--- src/rtl/uart_rx_intr.sv ---
// 8N1 UART receiver with an interrupt-style handshake: a committed byte raises irr
// until the CPU acknowledges; overrun and frame_err are sticky until acknowledged.
module uart_rx_intr #(
   parameter int CLKS_PER_BIT = 868
) (
   input  logic        clk,
   input  logic        rst,
   input  logic        rxd,
   input  logic        intr_ack,
   output logic        irr,
   output logic [31:0] r_data,
   output logic        overrun,
   output logic        frame_err
);

   localparam int CW = (CLKS_PER_BIT > 1) ? $clog2(CLKS_PER_BIT) : 1;
   localparam logic [CW-1:0] FULL_LAST = CW'(CLKS_PER_BIT - 1);
   localparam logic [CW-1:0] HALF_LAST = CW'(CLKS_PER_BIT / 2 - 1);

   typedef enum logic [2:0] {
      IDLE,
      START,
      DATA,
      STOP,
      BREAK
   } state_t;

   state_t          state, state_nxt;
   logic            rx_meta, rx_s;
   logic [CW-1:0]   cnt;
   logic [2:0]      bit_idx;
   logic [7:0]      shift;

   logic            cnt_clr, cnt_run, do_shift, do_commit, do_ferr;

   // Two-flop synchronizer; idles high so reset does not look like a start bit.
   always_ff @(posedge clk or posedge rst) begin
      if (rst) begin
         rx_meta <= 1'b1;
         rx_s    <= 1'b1;
      end else begin
         rx_meta <= rxd;
         rx_s    <= rx_meta;
      end
   end

   always_ff @(posedge clk or posedge rst) begin
      if (rst) state <= IDLE;
      else     state <= state_nxt;
   end

   always_comb begin
      state_nxt = state;
      cnt_clr   = 1'b0;
      cnt_run   = 1'b0;
      do_shift  = 1'b0;
      do_commit = 1'b0;
      do_ferr   = 1'b0;
      case (state)
         IDLE: begin
            if (!rx_s) begin
               state_nxt = START;
               cnt_clr   = 1'b1;
            end
         end
         START: begin
            cnt_run = 1'b1;
            if (cnt == HALF_LAST) begin
               cnt_clr   = 1'b1;
               state_nxt = rx_s ? IDLE : DATA;
            end
         end
         DATA: begin
            cnt_run = 1'b1;
            if (cnt == FULL_LAST) begin
               cnt_clr  = 1'b1;
               do_shift = 1'b1;
               if (bit_idx == 3'd7) state_nxt = STOP;
            end
         end
         STOP: begin
            cnt_run = 1'b1;
            if (cnt == FULL_LAST) begin
               cnt_clr = 1'b1;
               if (rx_s) begin
                  do_commit = 1'b1;
                  state_nxt = IDLE;
               end else begin
                  do_ferr   = 1'b1;
                  state_nxt = BREAK;
               end
            end
         end
         BREAK: begin
            // Counter is held at zero here so a long break can never wrap it.
            if (rx_s) state_nxt = IDLE;
         end
         default: state_nxt = IDLE;
      endcase
   end

   always_ff @(posedge clk or posedge rst) begin
      if (rst) begin
         cnt     <= '0;
         bit_idx <= 3'd0;
         shift   <= 8'd0;
      end else begin
         if (cnt_clr)      cnt <= '0;
         else if (cnt_run) cnt <= cnt + 1'b1;

         if (state == START) bit_idx <= 3'd0;
         else if (do_shift)  bit_idx <= bit_idx + 3'd1;

         if (do_shift) shift <= {rx_s, shift[7:1]};
      end
   end

   // A commit outranks a simultaneous acknowledge; the ack still clears the sticky flags.
   always_ff @(posedge clk or posedge rst) begin
      if (rst) begin
         irr       <= 1'b0;
         r_data    <= 32'd0;
         overrun   <= 1'b0;
         frame_err <= 1'b0;
      end else if (do_commit) begin
         irr       <= 1'b1;
         r_data    <= {24'd0, shift};
         overrun   <= intr_ack ? 1'b0 : (overrun | irr);
         frame_err <= intr_ack ? 1'b0 : frame_err;
      end else begin
         if (intr_ack) begin
            irr     <= 1'b0;
            overrun <= 1'b0;
         end
         if (do_ferr)       frame_err <= 1'b1;
         else if (intr_ack) frame_err <= 1'b0;
      end
   end

endmodule
--- config.mk ---
export PLATFORM = sky130hd
export DESIGN_NAME = uart_rx_intr
export DESIGN_NICKNAME = d
export VERILOG_FILES = /design/src/rtl/uart_rx_intr.sv
export SDC_FILE = /design/constraint.sdc
export NUM_CORES = 1
export LEC_CHECK = 0
export CORE_MARGIN = 4
export CORE_UTILIZATION = 33
export CTS_BUF_LIST = sky130_fd_sc_hd__clkbuf_8
export DETAILED_ROUTE_END_ITERATION = 10
export SLEW_MARGIN = 20
export SYNTH_ARGS = -nofsm -noshare
export SYNTH_HDL_FRONTEND = slang
export SYNTH_SLANG_ARGS = --single-unit
export TNS_END_PERCENT = 30
--- constraint.sdc ---
create_clock -name clk -period 3.27 [get_ports clk]
set_input_delay 0.654 -clock clk [delete_from_list [all_inputs] [get_ports clk]]
set_output_delay 0.654 -clock clk [all_outputs]
set_load 0.01 [all_outputs]
Yosys cells after proc, flatten, opt, wreduce, memory -nomap -nowiden --
Index checks and enable logic that the tools add are counted.
Word-level totals: logic and storage cells 64, output and inout port bits 35, register bits after elaboration 37, bits of input ports 4
Operators by class: $add $sub $neg 2, equality and inequality tests 13, reduce and logical (&&, ||, !) cells 7, muxes and demuxes 31, bitwise gates (word level) 1
Operator list (count):
- 3-bit two-way mux | 9
- 10-bit two-way mux | 2
- 1-bit two-way mux | 17
- 3-bit case mux with 5 select lines | 1
- 2-bit inequality test (second input constant) | 6
- 10-bit by 1-bit adder with 10-bit output (second input constant) | 1
- 10-bit == test (second input constant) | 1
- 10-bit by 9-bit == test with 1-bit output (second input constant) | 1
- 3-bit by 2-bit == test with 1-bit output (second input constant) | 2
- 3-bit == test (second input constant) | 2
- 6-bit AND reduction | 1
- 2-bit nonzero test | 3
- 3-bit by 1-bit adder with 3-bit output (second input constant) | 1
- 3-bit by 1-bit == test with 1-bit output (second input constant) | 1
- 3-bit zero test | 1
- 1-bit case mux with 3 select lines | 1
- 3-bit OR reduction | 1
- 2-bit two-way mux | 1
- 2-bit OR reduction | 1
- 1-bit OR | 1

Logic depth before layout (Yosys ltp) --
Gate-level depths: netlist (run 1).
depth in word-level cells 5, mapped depth 7, depth with buffers taken out 6

Worst setup path before layout (run 1) --
OpenSTA, ideal clock, no wires.
kind reg2reg, start register cnt[0], end register r_data[0], path slack 1.392 ns, cell stages (with the launch flop) 7, buffers on the path 1, data required time 3.145 ns, arrival 1.753 ns, period minus slack after synthesis 1.878 ns, setup time 0.125 ns, cell sequence dfrtp_1 > ha_1 > nand4b_1 > or2_1 > or3_1 > buf_6 > mux2_4
On the way: word-level cells in the longest chain between the ends 3
RTL lines:
- start, declared | RTL line 30 | logic [CW-1:0] cnt;
- start signal, assigned | RTL line 109 | else if (cnt_run) cnt <= cnt + 1'b1;
- 10-bit == test | RTL line 83 | if (cnt == FULL_LAST) begin
- 1-bit two-way mux | RTL line 83
- 1-bit two-way mux | RTL line 59 | case (state)
- end signal, assigned | RTL line 127 | r_data <= {24'd0, shift};
- end, declared | RTL line 11 | output logic [31:0] r_data,
No other way between the ends. A chain may end at the register's enable or synchronous reset.

Worst setup path in the final report (run 1) --
start register cnt[0], end register r_data[4]
The elaborated chain is that of the path after synthesis.

==> results of run 1 <==
-- per-layer routing --
layer  global-route usage [%]  vias up  part of all wire (%)
met2                     14.5       28                    47
met5                        0        -                     0
met3                     2.36        5                   4.8
li1                         -      568                     -
met1                     12.3      561                    46
met4                     4.39        0                   1.8
-- final cells by class --
type,count,area [um^2]
clock inverters,3,42.5
clock buffers,5,68.8
fillers,550,3420
multi-input cells,120,847
repair buffers,16,155
flip-flops and latches,37,928
inverters,6,22.5
well taps,72,90.1
-- worst reg2reg max path, cell delays in order, from the launching register on --
cell and delay [ps]:
dfrtp_1 400, ha_1 280, nand4b_1 140, or2_1 250, or3_1 600, mux2_4 380
-- sequential cells by signal, summed over array words and instances (netlist names) --
| name | flops |
|---|---|
| state | 3 |
| frame_err | 1 |
| cnt | 10 |
| overrun | 1 |
| shift | 8 |
| bit_idx | 3 |
| rx_s | 1 |
| rx_meta | 1 |
| r_data | 8 |
| irr | 1 |
-- worst max-delay path by stage --
stage / start / cells after the start / slack [ps] / endpoint
2_1_floorplan: cnt[0] / 6 / 1390 / r_data[0]
3_5_place_dp: cnt[0] / 5 / 1100 / r_data[7]
3_3_place_gp: cnt[0] / 5 / 1130 / r_data[5]
6_report: cnt[0] / 5 / 1110 / r_data[4]
5_1_grt: cnt[0] / 5 / 970 / r_data[3]
4_1_cts: cnt[0] / 5 / 1100 / r_data[4]
-- cells by family after synthesis --
kind of cell / count (synthesis) / share of synthesized area [%]
AO/OA/AOI/OAI: 14 / 5.15
other: 1 / 0.195
flip-flops: 37 / 48.3
XOR/XNOR: 9 / 4.10
adder cells (fa/ha/maj): 4 / 2.61
multiplexers: 18 / 12.1
buffers and inverters: 35 / 12.1
AND/OR/NAND/NOR: 51 / 15.5
-- synthesized netlist by cell type (all sizes together), types with 2 or more instances --
cell type | n | area (um^2)
a211oi | 2 | 15.0
nor3 | 3 | 15.0
nor4 | 2 | 12.5
or3 | 4 | 25.0
nand4 | 4 | 25.0
mux2 | 17 | 221
dfrtp | 35 | 876
ha | 4 | 50.1
xnor2 | 2 | 17.5
or2 | 2 | 12.5
and2 | 2 | 12.5
nand2 | 8 | 30.0
buf | 27 | 201
xor2 | 7 | 61.3
dfstp | 2 | 52.6
nand3 | 3 | 15.0
and3 | 2 | 12.5
nor2 | 13 | 48.8
o22ai | 3 | 18.8
a21oi | 3 | 15.0
clkbuf | 2 | 7.51
nand4bb | 2 | 38.8
inv | 6 | 22.5
-- power by group --
part	total (mW)	switching [mW]	internal, mW
Combinational	0.0278	0.0227	0.00509
Clock	0.388	0.163	0.226
Sequential	0.461	0.00123	0.460
==> metrics.txt, run 1 <==
outcome=completed; layout cell share with drive strength beyond 1=16.6%; R2R setup slack=1110 ps; post-synthesis cell type count=42; post-synthesis to final-layout area growth=12.2%; maximum operating frequency=463 MHz; number of nets in the layout=roughly 190; number of synthesized flops with an enable pin=0; die width=about 84 um; Hold Crit Start=rx_meta; Post-CTS Setup Bufs=0; FF-to-FF path depth=5; reg2reg end=r_data[4]; core utilization of the finished layout=38.7%; Final Routed Wirelength=3220 um; commonest non-fill, non-tap cell in the layout=dfrtp_1; Crit Path Category=register to register; post-detailed-placement half-perimeter wirelength=2370 um; critical path data arrival time=2330 ps; Placement Rows=27; post-cts gate resize count=0; Final period util=66.0%; number of buffers and inverters on the critical path=0; startpoint types=register; pins over their slew limit=0; number of global-route vias before repair=1127; ant diodes=0; final cell count without fillers=~260; Peak supply drop=approximately 0.17 mV; flip-flop cell with the highest count after synthesis=dfrtp_1; die area=between 7000 and 8000 um^2; portion of the post-synthesis area used by sequential elements=48.3%; maximum cell stage delay along the critical path=600 ps; actual slew at the worst max-slew pin=around 660 ps; DRC Markers=0; core region area=5570 um^2; number of buffers added to fix hold violations after cts=0; number of buffers created by CTS=5; clock latency on the worst-skew pair=290 ps; final worst clock skew=roughly 9 ps; ratio of routed vias to standard cells=~4.5; global-route wire length before repair=5250 um; unrepaired setup endpoints after global routing=no; Initial Utilization=34.5%; initial drt markers=118; Post-Layout Inst Area=roughly 2200 um^2; CTS sink cnt=37; Fin. Hold Viols=0; number of synthesized register bits=37; MaxCap Viol Count=0; count of yosys warnings during synthesis=0; vias=1162; largest net degree at the start of global routing=19; Crit path required time=between 3000 and 4000 ps; CTS tree=built; path type of the worst min-delay path=register to register; Top Family by Delay on Critical Path=simple AND/OR/NAND/NOR gates; # setup viols final=0; most used cells in the layout excluding fill and tap cells=35 x dfrtp_1, 24 x conb_1, 14 x clkdlybuf4s50_1; num ports=39; CP max FO=10; Root Buffer=clkbuf_8; Worst Hold Depth=0; kind of capture point of the worst setup path=register; Power Total=0.877 mW; detailed-routing iteration count for the pre-antenna-repair pass=4; ordered cell list for the critical path=ha_1, nand4b_1, or2_1, or3_1, mux2_4; initial antenna violation count=0; ys async rst share=100%; CP max stage cell=or3_1; number of placed instances, taps included=roughly 250; launching point of the worst reg2reg path=cnt[0]; Max H-tree Level=2; Setup WS post-layout=1110 ps; overall die height=84.3 um; terminating pin of the worst hold path=rx_s; worst max-slew margin expressed relative to the limit=between 50 and 60%; DRT antenna net count=0; WHS=357 ps; Port Buf Inserts=14; PwrDens=about 410 nW/um^2; global routing usage summed across all routing layers=9.36%; clock period minus worst slack=about 2200 ps; clock-pin slew reported for the worst setup and hold paths after clock tree synthesis=roughly 70 ps; gate count after technology mapping=169; number of buffers on the longest clock path=2; WL/cell=12.4 um; static leakage power=1.00 nW; final setup TNS=0 ps; worst setup slack before clock tree synthesis=~1100 ps; post-synthesis area per instance=11.4 um^2; area of the mapped netlist=1920 um^2; instance area at placement=about 2000 um^2; global route overflow=0; Routability Congestion=0.803
(Power assumes the default switching activity.)
==> inputs of run 2 (changes only) <==
==> constraint.sdc (replaced) <==
create_clock -name clk -period 1.9 [get_ports clk]
set_input_delay 0.38 -clock clk [delete_from_list [all_inputs] [get_ports clk]]
set_output_delay 0.38 -clock clk [all_outputs]
set_load 0.01 [all_outputs]
==> run 2 against run 1 <==
Combinational power rose by 99%. Flip-flop and latch count unchanged. Clock skew grew 1.5 ps. Design area grew 9.2%. Register-to-register slack got worse by 1100 ps. Sequential share of layout area decreased by 3.6 points. First-iteration DRC count is 70% lower. Die area is the same. Final cell count up 8.1%. Clock power is 75% higher. Count of clock-buffer cells in the layout did not move. Critical path type unchanged. Largest cell class unchanged.
==> metrics.txt, run 2 (synthesized netlist as in run 1, its figures left out) <==
PwrDens=648 nW/um^2 (+59%); CTS tree=built; CP max FO=10 (unchanged); Final period util=99.0% (+33 points); instance area at placement=2200 um^2 (+7.8%); CTS sink cnt=37 (unchanged); detailed-routing iteration count for the pre-antenna-repair pass=4 (unchanged); Port Buf Inserts=14 (unchanged); kind of capture point of the worst setup path=register; startpoint types=register; number of buffers created by CTS=5 (unchanged); most used cells in the layout excluding fill and tap cells=35 x dfrtp_1, 24 x conb_1, 20 x buf_4; number of placed instances, taps included=269 (+7.2%); num ports=39 (unchanged); start point of the critical path=cnt[1]; launching point of the worst reg2reg path=cnt[1]; Routability Congestion=0.792 (-1.4%); critical path data arrival time=2060 ps (-270 ps); Final Routed Wirelength=3520 um (+9.2%); static leakage power=1.12 nW (+12%); Fin. Hold Viols=0 (unchanged); MaxCap Viol Count=0 (unchanged); Root Buffer=clkbuf_8; path type of the worst min-delay path=input port to async pin; commonest non-fill, non-tap cell in the layout=dfrtp_1; post-synthesis to final-layout area growth=22.5%; global-route wire length before repair=5820 um (+11%); clock-pin slew reported for the worst setup and hold paths after clock tree synthesis=80 ps (about the same); number of nets in the layout=215 (+11%); clock period minus worst slack=1880 ps (-276 ps); ordered cell list for the critical path=ha_1, nand4b_1, or2_1, or3_1, buf_6, mux2_4; global routing usage summed across all routing layers=10.6% (+1.2 points); core region area=5570 um^2 (unchanged); maximum cell stage delay along the critical path=380 ps (-220 ps); maximum operating frequency=531 MHz (+15%); outcome=completed; final cell count without fillers=280 (+8.1%); number of global-route vias before repair=1211 (+7.5%); initial antenna violation count=0 (unchanged); register with the most flip-flops=cnt; die area=7100 um^2 (unchanged); Post-Layout Inst Area=2350 um^2 (+9.2%); unrepaired setup endpoints after global routing=yes; global route overflow=0 (unchanged); clock latency on the worst-skew pair=290 ps (about the same); Initial Utilization=34.5% (unchanged); largest net degree at the start of global routing=22 (+3); Placement Rows=27 (unchanged); area used by sequential logic in the layout=928 um^2 (unchanged); registers with the most flip-flops=cnt x10, r_data x8, shift x8; R2R setup slack=20 ps (-1090 ps); FF-to-FF path depth=6 (+1); CP max stage cell=dfrtp_1; Crit path required time=2080 ps (-1370 ps); overall die height=84.3 um (unchanged); DRC Markers=0 (unchanged); DRT antenna net count=0 (unchanged); initial drt markers=35 (-70%); ant diodes=0 (unchanged); die width=84.3 um (unchanged); area occupied by multi-input gates=858 um^2 (+1.3%); number of buffers on the longest clock path=2 (unchanged); pins over their slew limit=0 (unchanged); final worst clock skew=10.5 ps (+1.46 ps); reg2reg end=r_data[5]; post-detailed-placement half-perimeter wirelength=2630 um (+11%); vias=1236 (+6.4%); WL/cell=12.6 um (+0.97%); Crit Path Category=register to register; max FFs per register=10 (unchanged); Max H-tree Level=2 (unchanged); Peak supply drop=0.343 mV (+97%); layout cell share with drive strength beyond 1=26.0% (+9.4 points); ratio of routed vias to standard cells=4.41 (-1.6%); # setup viols final=0 (unchanged); Power Total=1.52 mW (+74%); fill cell instance count of the final layout=528 (-4.0%)
[run 2: cell count changes in the layout (fill, tap and decap cells not counted), sizes merged]
cell,previous run,this run
buf,2,23
[run 2: through the flow]
| step | TNS, ps | hold WS [ps] | worst slack (ps) | utilization [%] |
|---|---|---|---|---|
| CTS | 0 | 359 | 3.26 | 42.0 |
| global placement | 0 | 346 | 24.1 | 39.5 |
| global route | -462 | 362 | -60.2 | 42.2 |
| detailed placement | -115 | 348 | -24.1 | 39.5 |
| finish | 0 | 358 | 18.5 | 42.2 |
| floorplan | 0 | 345 | 21.8 | - |
[run 2: worst max-delay path: cells and delay by family (launching register included)]
kind          cells  cell delay, ps
fa+ha+maj         1             180
flops             1             380
simple gates      3             730
mux               1             300
buf+inv           1             170
[run 2: final cells by class]
type                       count  area share (%)
sequential                    37            39.5
multi-input combinational    120            36.5
timing repair buffer          37            14.5
tap                           72            3.83
clock buffer                   5            2.93
clock inverter                 3            1.81
inverter                       6           0.957
[run 2: worst max-delay path by stage]
stage,endpoint,slack [ps],cells past startpoint
2_1_floorplan,r_data[0],20,6
3_3_place_gp,r_data[4],20,6
3_5_place_dp,r_data[5],-20,6
4_1_cts,r_data[5],3,6
5_1_grt,r_data[5],-60,6
6_report,r_data[5],20,6
[run 2: what timing repair did]
action / 4_1_cts / 5_1_grt
setup buffers: 2 / 1
hold buffers: 0 / 0
resized for setup: 2 / 1
setup endpoints to repair: 16 / 14
pin swaps: 0 / 0
[run 2: routing by layer]
metal | routed length (um) | GRT usage [%] | vias up
met4 | 90 | 6.14 | 0
met1 | 1690 | 13.5 | 593
met5 | 0 | 0 | -
li1 | - | - | 615
met2 | 1590 | 16.1 | 22
met3 | 140 | 2.65 | 6
[run 2: power breakdown]
part | switching, mW | total [mW] | internal (mW)
Combinational | 0.0423 | 0.0552 | 0.0129
Clock | 0.289 | 0.678 | 0.389
Sequential | 0.000820 | 0.792 | 0.791
==> inputs of run 3 (changes only) <==
==> constraint.sdc (replaced) <==
create_clock -name clk -period 1.8 [get_ports clk]
set_input_delay 0.36 -clock clk [delete_from_list [all_inputs] [get_ports clk]]
set_output_delay 0.36 -clock clk [all_outputs]
set_load 0.01 [all_outputs]
==> run 3 against run 2 <==
The flow now finishes with violations (negative setup slack). Register-to-register slack worse by 110 ps. Die area unchanged. Clock power decreased by 13%. Hold slack gained 5.2 ps. Maximum frequency down 0.35%. Design area grew 4.8%. Flip-flop and latch count is the same. Sequential share of layout area fell by 1.8 points. First-iteration DRC count is 51% higher. Highest routed layer unchanged. Final cell count is 2.9% higher.
==> metrics.txt, run 3 (synthesized netlist as in run 1, its figures left out) <==
outcome=complete, but fails checks; failing checks=negative setup slack; Final Routed Wirelength=3630 um (+3.2%); initial drt markers=53 (+51%); ant diodes=0 (unchanged); die area=7100 um^2 (unchanged); layout cell share with drive strength beyond 1=34.3% (+8.3 points); global-route wire length before repair=5890 um (+1.2%); ordered cell list for the critical path=buf_6, ha_4, or4b_4, or2_4, o32a_1, nor2_1; final setup TNS=-930 ps (-930 ps); PwrDens=599 nW/um^2 (-7.6%); register with the most flip-flops=cnt; vias=1294 (+4.7%); post-synthesis to final-layout area growth=28.3%; Port Buf Inserts=14 (unchanged); global routing usage summed across all routing layers=10.3% (-0.24 points); WHS=364 ps (+5.23 ps); die width=84.3 um (unchanged); num ports=39 (unchanged); clock-pin slew reported for the worst setup and hold paths after clock tree synthesis=80 ps (about the same); startpoint types=register; Peak supply drop=0.318 mV (-7.3%); Top Family by Delay on Critical Path=simple AND/OR/NAND/NOR gates; Placement Rows=27 (unchanged); number of buffers created by CTS=5 (unchanged); Setup WS post-layout=-88.2 ps (-107 ps); overall die height=84.3 um (unchanged); start point of the critical path=cnt[0]; largest net degree at the start of global routing=26 (+18%); initial antenna violation count=0 (unchanged); maximum cell stage delay along the critical path=480 ps (+100 ps); commonest non-fill, non-tap cell in the layout=dfrtp_1; number of buffers and inverters on the critical path=1 (unchanged); critical path data arrival time=2110 ps (+50 ps); # setup viols final=26 (+26); maximum operating frequency=530 MHz (-0.35%); CP max stage cell=or4b_4; Routability Congestion=0.820 (+3.6%); Root Buffer=clkbuf_8; FF-to-FF path depth=6 (unchanged); number of buffers added to fix hold violations after cts=0 (unchanged); Fin. Hold Viols=0 (unchanged); most used cells in the layout excluding fill and tap cells=35 x dfrtp_1, 25 x buf_4, 24 x conb_1; core utilization of the finished layout=44.2% (+2.0 points); cell count along the critical path=6 (unchanged); static leakage power=1.15 nW (+2.5%); DRC Markers=0 (unchanged); ratio of routed vias to standard cells=4.49 (+1.8%); Crit Path Category=register to register; final cell count without fillers=288 (+2.9%); fill cell instance count of the final layout=546 (+3.4%); CTS tree=built; detailed-routing iteration count for the pre-antenna-repair pass=6 (+2); registers with the most flip-flops=cnt x10, r_data x8, shift x8; number of buffers on the longest clock path=2 (unchanged); DRT antenna net count=0 (unchanged); path type of the worst min-delay path=input port to async pin; final worst clock skew=7.61 ps (-2.92 ps); number of placed instances, taps included=275 (+2.2%); CP max FO=3 (-7); global route overflow=0 (unchanged); post-detailed-placement half-perimeter wirelength=2570 um (-2.6%); clock period minus worst slack=1890 ps (+6.67 ps); Max H-tree Level=2 (unchanged); kind of capture point of the worst setup path=register; clock latency on the worst-skew pair=290 ps (about the same); MaxCap Viol Count=0 (unchanged); number of nets in the layout=223 (+3.7%); core region area=5570 um^2 (unchanged); max FFs per register=10 (unchanged); unrepaired setup endpoints after global routing=yes; Initial Utilization=34.5% (unchanged); pins over their slew limit=0 (unchanged); WL/cell=12.6 um (+0.32%); number of global-route vias before repair=1220 (+0.74%); Crit path required time=2020 ps (-60 ps); CTS sink cnt=37 (unchanged); Final period util=105% (+5.9 points); launching point of the worst reg2reg path=cnt[0]; worst setup slack before clock tree synthesis=-124 ps (-100 ps)
## run 3: cell count changes in the layout (fill, tap and decap cells not counted), moves of 2 or more
| cell | delta |
|---|---|
| buf_12 | -2 |
| buf_4 | +5 |
| buf_6 | +5 |
| ha_1 | -2 |
| ha_4 | +2 |
| nor2_1 | -6 |
| nor2_2 | +3 |
| nor2_4 | +3 |
## run 3: layout make-up
| cell class | count | area (um^2) | area share (%) |
|---|---|---|---|
| inverter | 6 | 22.5 | 0.914 |
| multi-input combinational | 120 | 937 | 38.0 |
| clock buffer | 5 | 68.8 | 2.79 |
| timing repair buffer | 45 | 395 | 16.0 |
| clock inverter | 3 | 22.5 | 0.914 |
| sequential | 37 | 928 | 37.7 |
| tap | 72 | 90.1 | 3.65 |
## run 3: what timing repair did
action                     CTS  global route
setup buffers                2             2
pin swaps                    0             9
setup endpoints to repair   29            31
gates resized for setup      8            17
cloned                       1             0
## run 3: metrics by stage
step	area (um^2)	power, mW
final	2460	1.48
after global routing	2460	1.55
after CTS	2380	1.51
after detailed placement	2240	0.906
after global placement	2240	0.906
after floorplan	2020	0.926
## run 3: final timing paths
kind,endpoint,slack [ps]
setup / recovery,state[1],-90
hold / removal,cnt[3],360
setup reg to reg,state[1],-90
min in group clk,rx_s,360
max in group asynchronous,cnt[6],1120
hold reg to reg,rx_s,360
## run 3: power breakdown
group          leakage (nW)  internal, mW  switching (mW)
Combinational         0.603        0.0108          0.0430
Sequential            0.495         0.835         0.00106
Clock                0.0481         0.274           0.312
Total                  1.15          1.12           0.356
## run 3: per-layer routing
layer | track usage (%) | share of wire, %
met1 | 13.5 | 46
met2 | 16.0 | 48
met3 | 1.86 | 4.1
met4 | 5.99 | 2.4
met5 | 0 | 0
## run 3: tightest hold or removal path, cell delays in order
cell	delay [ps]
clkdlybuf4s50_1	390
inv_1	70
buf_4	190
